==> src/rtl/nn_pkg.sv <==
// Shared types and helpers for the time-multiplexed neural-network layer.
// Holds the FSM encoding, activation selectors, clog2 and the saturating activation.
package nn_pkg;

  typedef enum logic [2:0] {
    ST_IDLE = 3'd0,
    ST_LOAD = 3'd1,
    ST_MAC  = 3'd2,
    ST_BIAS = 3'd3,
    ST_DONE = 3'd4
  } nn_state_e;

  localparam logic [2:0] S_IDLE = ST_IDLE;
  localparam logic [2:0] S_LOAD = ST_LOAD;
  localparam logic [2:0] S_MAC  = ST_MAC;
  localparam logic [2:0] S_BIAS = ST_BIAS;
  localparam logic [2:0] S_DONE = ST_DONE;

  localparam int ACT_SIGNED = 0;
  localparam int ACT_RELU   = 1;

  function automatic int clog2(input int value);
    int res;
    int tmp;
    res = 0;
    tmp = value - 1;
    while (tmp > 0) begin
      res = res + 1;
      tmp = tmp >>> 1;
    end
    return res;
  endfunction

  // Clamps a wide signed value into an out_w-bit result; the caller keeps the low out_w bits.
  function automatic logic signed [63:0] sat_act(input logic signed [63:0] value,
                                                 input int out_w,
                                                 input int mode);
    logic signed [63:0] hi;
    logic signed [63:0] lo;
    if (mode == ACT_RELU) begin
      hi = (64'sd1 <<< out_w) - 64'sd1;
      lo = 64'sd0;
    end else begin
      hi = (64'sd1 <<< (out_w - 1)) - 64'sd1;
      lo = -(64'sd1 <<< (out_w - 1));
    end
    if (value > hi) begin
      return hi;
    end else if (value < lo) begin
      return lo;
    end
    return value;
  endfunction

endpackage

==> src/rtl/nn_mac.sv <==
// Shared multiply-accumulate: unsigned activation times signed weight, summed at ACC_W.
// Clear has priority over enable so a neuron boundary never folds in a stray product.
module nn_mac
  import nn_pkg::*;
#(
  parameter int IN_W  = 6,
  parameter int W_W   = 6,
  parameter int ACC_W = 20
) (
  input  logic                    clk,
  input  logic                    rst,
  input  logic                    clr_i,
  input  logic                    en_i,
  input  logic [IN_W-1:0]         x_i,
  input  logic signed [W_W-1:0]   w_i,
  output logic signed [ACC_W-1:0] acc_o
);

  logic signed [ACC_W-1:0] acc_q;
  logic signed [ACC_W-1:0] acc_d;
  logic signed [ACC_W-1:0] x_ext;
  logic signed [ACC_W-1:0] w_ext;
  logic signed [ACC_W-1:0] prod;

  always_comb begin
    x_ext = {{(ACC_W-IN_W){1'b0}}, x_i};
    w_ext = {{(ACC_W-W_W){w_i[W_W-1]}}, w_i};
    prod  = x_ext * w_ext;
    acc_d = acc_q;
    if (clr_i) begin
      acc_d = '0;
    end else if (en_i) begin
      acc_d = acc_q + prod;
    end
  end

  always_ff @(posedge clk) begin
    if (rst) begin
      acc_q <= '0;
    end else begin
      acc_q <= acc_d;
    end
  end

  assign acc_o = acc_q;

endmodule

==> src/rtl/nn_layer_seq.sv <==
// Time-multiplexed fully-connected layer: one shared MAC walks N_OUT neurons of N_IN products,
// then bias, shift and activation fill one output slot per neuron.
module nn_layer_seq
  import nn_pkg::*;
#(
  parameter int N_IN     = 12,
  parameter int N_OUT    = 10,
  parameter int IN_W     = 6,
  parameter int W_W      = 6,
  parameter int OUT_W    = 8,
  parameter int ACC_W    = 20,
  parameter int SHIFT    = 4,
  parameter int ACT_MODE = ACT_RELU,
  localparam int N_COEF  = N_OUT * (N_IN + 1),
  localparam int ADDR_W  = (clog2(N_COEF) > 0) ? clog2(N_COEF) : 1
) (
  input  logic                   clk,
  input  logic                   rst,
  input  logic                   in_valid,
  output logic                   in_ready,
  input  logic [N_IN*IN_W-1:0]   in_data,
  input  logic                   w_wr_en,
  input  logic [ADDR_W-1:0]      w_wr_addr,
  input  logic signed [W_W-1:0]  w_wr_data,
  output logic                   out_valid,
  input  logic                   out_ready,
  output logic [N_OUT*OUT_W-1:0] out_data,
  output logic                   busy,
  output logic [2:0]             dbg_state_o
);

  localparam int IW = (clog2(N_IN) > 0) ? clog2(N_IN) : 1;
  localparam int NW = (clog2(N_OUT) > 0) ? clog2(N_OUT) : 1;
  localparam logic [IW-1:0] I_LAST = IW'(N_IN - 1);
  localparam logic [NW-1:0] N_LAST = NW'(N_OUT - 1);

  logic [2:0]              state_q, state_d;
  logic [N_IN*IN_W-1:0]    x_q, x_d;
  logic [IW-1:0]           i_q, i_d;
  logic [NW-1:0]           n_q, n_d;
  logic [OUT_W-1:0]        out_q [N_OUT];
  logic [OUT_W-1:0]        out_d [N_OUT];
  logic signed [W_W-1:0]   coef_q [N_COEF];

  logic [IN_W-1:0]         x_arr [N_IN];
  logic [ADDR_W-1:0]       rd_addr;
  logic [ADDR_W-1:0]       bias_addr;
  logic signed [W_W-1:0]   w_sel;
  logic signed [W_W-1:0]   bias_sel;
  logic                    mac_clr;
  logic                    mac_en;
  logic signed [ACC_W-1:0] acc;
  logic signed [ACC_W-1:0] bias_ext;
  logic signed [ACC_W-1:0] sum;
  logic signed [ACC_W-1:0] shifted;
  logic signed [63:0]      r64;
  logic [OUT_W-1:0]        act_val;
  logic                    wr_ok;

  for (genvar g = 0; g < N_IN; g++) begin : g_unpack
    assign x_arr[g] = x_q[g*IN_W +: IN_W];
  end

  for (genvar g = 0; g < N_OUT; g++) begin : g_pack
    assign out_data[g*OUT_W +: OUT_W] = out_q[g];
  end

  assign rd_addr   = ADDR_W'(int'(n_q) * (N_IN + 1) + int'(i_q));
  assign bias_addr = ADDR_W'(int'(n_q) * (N_IN + 1) + N_IN);
  assign w_sel     = coef_q[rd_addr];
  assign bias_sel  = coef_q[bias_addr];

  nn_mac #(
    .IN_W  (IN_W),
    .W_W   (W_W),
    .ACC_W (ACC_W)
  ) u_mac (
    .clk   (clk),
    .rst   (rst),
    .clr_i (mac_clr),
    .en_i  (mac_en),
    .x_i   (x_arr[i_q]),
    .w_i   (w_sel),
    .acc_o (acc)
  );

  always_comb begin
    bias_ext = {{(ACC_W-W_W){bias_sel[W_W-1]}}, bias_sel};
    sum      = acc + bias_ext;
    shifted  = sum >>> SHIFT;
    r64      = {{(64-ACC_W){shifted[ACC_W-1]}}, shifted};
    act_val  = OUT_W'(sat_act(r64, OUT_W, ACT_MODE));
  end

  // Handshakes: a transfer happens on a rising edge where valid and ready are both high.
  // in_ready is high only in IDLE; out_valid is high only in DONE and holds out_data stable.
  always_comb begin
    state_d = state_q;
    x_d     = x_q;
    i_d     = i_q;
    n_d     = n_q;
    out_d   = out_q;
    mac_clr = 1'b0;
    mac_en  = 1'b0;
    case (state_q)
      S_IDLE: begin
        if (in_valid) begin
          x_d     = in_data;
          state_d = S_LOAD;
        end
      end
      S_LOAD: begin
        mac_clr = 1'b1;
        i_d     = '0;
        n_d     = '0;
        state_d = S_MAC;
      end
      S_MAC: begin
        mac_en = 1'b1;
        if (i_q == I_LAST) begin
          state_d = S_BIAS;
        end else begin
          i_d = i_q + 1'b1;
        end
      end
      S_BIAS: begin
        out_d[n_q] = act_val;
        mac_clr    = 1'b1;
        i_d        = '0;
        if (n_q == N_LAST) begin
          state_d = S_DONE;
        end else begin
          n_d     = n_q + 1'b1;
          state_d = S_MAC;
        end
      end
      S_DONE: begin
        if (out_ready) begin
          state_d = S_IDLE;
        end
      end
      default: state_d = S_IDLE;
    endcase
  end

  always_ff @(posedge clk) begin
    if (rst) begin
      state_q <= S_IDLE;
      x_q     <= '0;
      i_q     <= '0;
      n_q     <= '0;
      for (int k = 0; k < N_OUT; k++) begin
        out_q[k] <= '0;
      end
    end else begin
      state_q <= state_d;
      x_q     <= x_d;
      i_q     <= i_d;
      n_q     <= n_d;
      out_q   <= out_d;
    end
  end

  // Coefficients survive reset so a retrained network does not need reloading after rst.
  assign wr_ok = w_wr_en && ((state_q == S_IDLE) || (state_q == S_DONE)) &&
                 (int'(w_wr_addr) < N_COEF);

  always_ff @(posedge clk) begin
    if (wr_ok) begin
      coef_q[w_wr_addr] <= w_wr_data;
    end
  end

  assign in_ready    = (state_q == S_IDLE);
  assign out_valid   = (state_q == S_DONE);
  assign busy        = (state_q == S_LOAD) || (state_q == S_MAC) || (state_q == S_BIAS);
  assign dbg_state_o = state_q;

endmodule

==> config.mk <==
export PLATFORM = sky130hd
export DESIGN_NAME = nn_layer_seq
export DESIGN_NICKNAME = d
export VERILOG_FILES = /design/src/rtl/nn_pkg.sv /design/src/rtl/nn_mac.sv /design/src/rtl/nn_layer_seq.sv
export SDC_FILE = /design/constraint.sdc
export NUM_CORES = 2
export LEC_CHECK = 0
export BUFFER_PORTS_ARGS = -buffer_cell sky130_fd_sc_hd__buf_2
export CAP_MARGIN = 20
export CORE_ASPECT_RATIO = 0.75
export CORE_MARGIN = 4
export CORE_UTILIZATION = 57
export DETAILED_ROUTE_END_ITERATION = 8
export PLACE_DENSITY = 0.79
export SLEW_MARGIN = 20
export SYNTH_ARGS = -nofsm -noshare
export SYNTH_HDL_FRONTEND = slang
export SYNTH_SLANG_ARGS = --single-unit
==> constraint.sdc <==
create_clock -name clk -period 10.56 [get_ports clk]
set_input_delay 1.584 -clock clk [delete_from_list [all_inputs] [get_ports clk]]
set_output_delay 1.584 -clock clk [all_outputs]
set_load 0.1 [all_outputs]
==> reports/results.tsv <==
metric	value	unit
Post-synth top flop	sky130_fd_sc_hd__edfxtp_1	
clk buf depth	3	
routed length on met1	49.9	mm
path class of the lowest-slack min-delay path	flip-flop to flip-flop	
layout-stage area growth over the synthesis result	10.9	%
worst hold start	x_q[22]$_SDFFE_PP0P_	
Total Routing Usage GR	31.4	%
hold bufs inserted after CTS	0	
worst setup path startpoint	n_q[0]$_SDFFE_PP0P_	
run status	completed	
Resized Gates After CTS	0	
Most common cell on crit path	sky130_fd_sc_hd__fa_1	
main combinational cell family by area after synthesis	multiplexers	
cell at the root of the clock tree	sky130_fd_sc_hd__clkbuf_16	
worst clock skew on the final layout	0.0289	ns
total DRC errors in the routed layout	0	
peak clock frequency supported by timing	99.2	MHz
wire length on met2	62.4	mm
worst r2r src	n_q[0]$_SDFFE_PP0P_	
crit-path max FO	61	
mapped cell area	47900	um^2
post-synthesis simple-gate area fraction	6.28	%
routed wire length	140	mm
number of standard cells after synthesis	3051	
combined flip-flop and latch cell area	27100	um^2
CP Class	flip-flop to flip-flop	
ratio of total power to cell area	160	nW/um^2
Worst Path Arrival	10.67	ns
adder-cell area share of the yosys netlist	3.19	%
Synth Area in XOR/XNOR	1.00	%
worst max-slew margin expressed relative to the limit	22.4	%
global-route congestion overflow total	0	
count of maximum capacitance violations	0	
worst ir drop on vdd	0.161	mV
die area	88700	um^2
number of DRC violations after detailed-routing iteration 0	5278	
weighted congestion reported at the end of routability-driven placement	0.931	
Detailed Place HPWL	90.7	mm
Seq cells post-synth	963	
worst hold margin	0.455	ns
synth top area cells	sky130_fd_sc_hd__edfxtp_1, sky130_fd_sc_hd__mux4_2, sky130_fd_sc_hd__dfxtp_1	
CP max stage cell	sky130_fd_sc_hd__fa_4	
multi-input gate area in the final layout	19900	um^2
total number of H-tree levels	3	
vias in the first global route	31100	
Worst-Margin Slew	1.16	ns
post-synthesis sequential area ratio	56.6	%
critical path capture point type	flip-flop	
total met3 wirelength after detailed routing	22.0	mm
floorplan core area	82800	um^2
Post-Syn Nets	3252	
worst endpoint required time	11.15	ns
number of buffers inserted during clock tree synthesis	91	
count of yosys warnings during synthesis	0	
via/cell ratio	7.26	
vias after detailed routing	31700	
horizontal die dimension	343	um
element type at the critical path start	flip-flop	
count of cell types in the netlist	71	
routed length per instance	32.1	um
asr flop ratio synth	0	%
multiplexer area fraction after synthesis	24.8	%
final setup fails	0	
DRT antenna net count	0	
Die Span Y	259	um
CTS tree	built	
Clock Latency Late Sink	0.68	ns
IO buf count	176	
crit path time final	10.08	ns
Avg Cell Area, Syn	15.7	um^2
sinks on the clock net	963	
starting utilization of the core area	57.8	%
highest metal layer with signal wires	met5	
setup repair after global routing missed its margin	no	
biggest cell delay along the critical path	1.07	ns
Post-synth EDFFs	780	
fillers	5582	
post-CTS clock slew at the launch and capture registers of the worst setup and hold paths	0.07	ns
total number of placement rows	91	
cell taking the most area after synthesis	sky130_fd_sc_hd__edfxtp_1	
synthesized-area fraction occupied by ao, oa, aoi and oai cells	6.05	%
final slew viol count	0	
first-pass iteration count of the detailed router	9	
final hold viol count	0	
final-stage net count	3374	
initial antenna violation count	15	
wire length of the first global-routing pass	207	mm
setup tns final	0	ns
fraction of the cycle the final worst path needs	95.5	%
pin count of the biggest net entering global routing	131	
share of layout cells above drive strength 1	28.8	%
number of I/O pins	177	
P_leak	17.4	nW
post-synth top area share	48.9	%
-- final timing paths --
check,end,slack (ns),depth (start not counted)
worst max-delay path,u_mac.acc_o[19]$_SDFFE_PP0P_,0.48,34
worst min register to register,x_q[22]$_SDFFE_PP0P_,0.46,2
worst min-delay path,x_q[22]$_SDFFE_PP0P_,0.46,2
worst max register to register,u_mac.acc_o[19]$_SDFFE_PP0P_,0.48,34
-- where the power goes --
group	internal [mW]	leakage [nW]	switching (mW)	total (mW)
registers	4.13	8.50	0.0210	4.15
logic	0.406	7.46	0.641	1.05
clock network	1.86	1.46	1.47	3.32
-- state kept, by name, summed over array words and instances (netlist names) --
name and flops:
coef_q 780, u_mac.acc_o 20, n_q 4, out_data 80, x_q 72, dbg_state_o 3, i_q 4
-- worst max-delay path: cells and delay by family, from the launching register on --
family                     cells  cell delay (ns)
muxes                          4             1.79
and+or+nand+nor                6             1.04
adders and majority gates      8             3.82
xor gates and xnor gates       2             0.16
DFF                            1             0.52
buffers and inverters          4             0.55
AOI/OAI and AO/OA             10             2.00
-- Yosys cell counts, types with 3 or more instances --
library cell and number:
sky130_fd_sc_hd__nor3_1 18, sky130_fd_sc_hd__o21ai_0 30, sky130_fd_sc_hd__buf_6 7, sky130_fd_sc_hd__edfxtp_1 780, sky130_fd_sc_hd__mux2_2 6, sky130_fd_sc_hd__o21bai_1 7, sky130_fd_sc_hd__nand3_1 26, sky130_fd_sc_hd__dfxtp_1 183
sky130_fd_sc_hd__o31a_1 3, sky130_fd_sc_hd__a311oi_1 5, sky130_fd_sc_hd__fa_1 20, sky130_fd_sc_hd__mux2i_4 7, sky130_fd_sc_hd__ha_1 90, sky130_fd_sc_hd__nand2_1 270, sky130_fd_sc_hd__nor2_1 211, sky130_fd_sc_hd__or2_2 14
sky130_fd_sc_hd__inv_1 43, sky130_fd_sc_hd__nor4b_1 24, sky130_fd_sc_hd__buf_1 46, sky130_fd_sc_hd__or3_1 7, sky130_fd_sc_hd__and3_1 6, sky130_fd_sc_hd__a21o_1 15, sky130_fd_sc_hd__clkbuf_1 124, sky130_fd_sc_hd__xor2_1 12
sky130_fd_sc_hd__a21oi_1 246, sky130_fd_sc_hd__nor2b_1 25, sky130_fd_sc_hd__mux4_2 494, sky130_fd_sc_hd__a2111oi_0 59, sky130_fd_sc_hd__nand4_1 7, sky130_fd_sc_hd__and2_1 14, sky130_fd_sc_hd__buf_2 23, sky130_fd_sc_hd__nand4b_4 3
sky130_fd_sc_hd__a211oi_1 18, sky130_fd_sc_hd__a31oi_1 17, sky130_fd_sc_hd__nand2b_1 21, sky130_fd_sc_hd__o211ai_1 3, sky130_fd_sc_hd__nand2_2 7, sky130_fd_sc_hd__o21a_1 5, sky130_fd_sc_hd__xnor2_1 39, sky130_fd_sc_hd__mux2i_1 50
sky130_fd_sc_hd__a22oi_1 32
-- layer usage --
metal	GRT usage [%]	vias up
met5	0	-
met4	11.1	16
met3	12.3	425
met2	46.0	2669
met1	43.5	16000
li1	-	12600
-- cell type report --
cell class,instances,share of cell area (%)
Timing Repair Buffer,230,2.83
Multi-Input combinational cell,1842,37.6
Sequential cell,963,51.0
Tap cell,1116,2.63
Antenna cell,5,0.0236
Clock inverter,63,1.09
Clock buffer,104,4.52
Inverter,45,0.318
-- repair_timing --
item / CTS / global route
setup endpoints to repair: 0 / 1
buffers inserted: 0 / 4
endpoints found under the hold margin: 0 / 0
-- kinds of logic (layout without fill, tap and decap cells) --
logic type	Yosys count	in the layout
compound gates	461	461
mux	558	558
simple gates	660	660
xor+xnor	53	53
fa+ha+maj	110	110
flops	963	963
buf+inv	246	442
other cells	0	5
-- cell usage in the layout, fill, tap and decap left out, types with 7 or more instances in the layout --
cell type / n
sky130_fd_sc_hd__nand4_1: 7
sky130_fd_sc_hd__mux2i_4: 7
sky130_fd_sc_hd__a22oi_1: 32
sky130_fd_sc_hd__ha_1: 88
sky130_fd_sc_hd__nor2b_1: 25
sky130_fd_sc_hd__a21o_1: 15
sky130_fd_sc_hd__mux2i_1: 50
sky130_fd_sc_hd__dfxtp_1: 181
sky130_fd_sc_hd__a2111oi_0: 59
sky130_fd_sc_hd__clkinv_1: 18
sky130_fd_sc_hd__bufinv_16: 9
sky130_fd_sc_hd__clkbuf_1: 9
sky130_fd_sc_hd__o21bai_1: 7
sky130_fd_sc_hd__buf_12: 15
sky130_fd_sc_hd__nand3_1: 26
sky130_fd_sc_hd__o21ai_0: 30
sky130_fd_sc_hd__a21oi_1: 246
sky130_fd_sc_hd__and2_1: 13
sky130_fd_sc_hd__nor2_1: 211
sky130_fd_sc_hd__nand2_2: 7
sky130_fd_sc_hd__mux4_2: 494
sky130_fd_sc_hd__buf_2: 170
sky130_fd_sc_hd__edfxtp_1: 780
sky130_fd_sc_hd__nor3_1: 18
sky130_fd_sc_hd__nand2b_1: 21
sky130_fd_sc_hd__nor4b_1: 24
sky130_fd_sc_hd__xor2_1: 10
sky130_fd_sc_hd__a211oi_1: 18
sky130_fd_sc_hd__buf_4: 42
sky130_fd_sc_hd__or2_2: 14
sky130_fd_sc_hd__clkinv_2: 23
sky130_fd_sc_hd__clkbuf_16: 94
sky130_fd_sc_hd__fa_1: 19
sky130_fd_sc_hd__nand2_1: 269
sky130_fd_sc_hd__or3_1: 7
sky130_fd_sc_hd__inv_1: 43
sky130_fd_sc_hd__xnor2_1: 31
sky130_fd_sc_hd__xnor2_2: 8
sky130_fd_sc_hd__a31oi_1: 12
-- through the flow --
stage               setup WS [ns]  util [%]  std cells  instance area [um^2]  power [mW]
finish                      0.477      64.1       4368                 53100        8.52
floorplan                   0.108         -       3051                 47900        4.91
CTS                         0.427      64.0       4359                 53000        8.50
global placement            0.683      60.4       4192                 50000        5.20
detailed placement          0.436      60.4       4192                 50000        5.24
global route              0.00836      64.1       4365                 53100        8.77
Note: power is estimated with default switching activity, not from simulation.
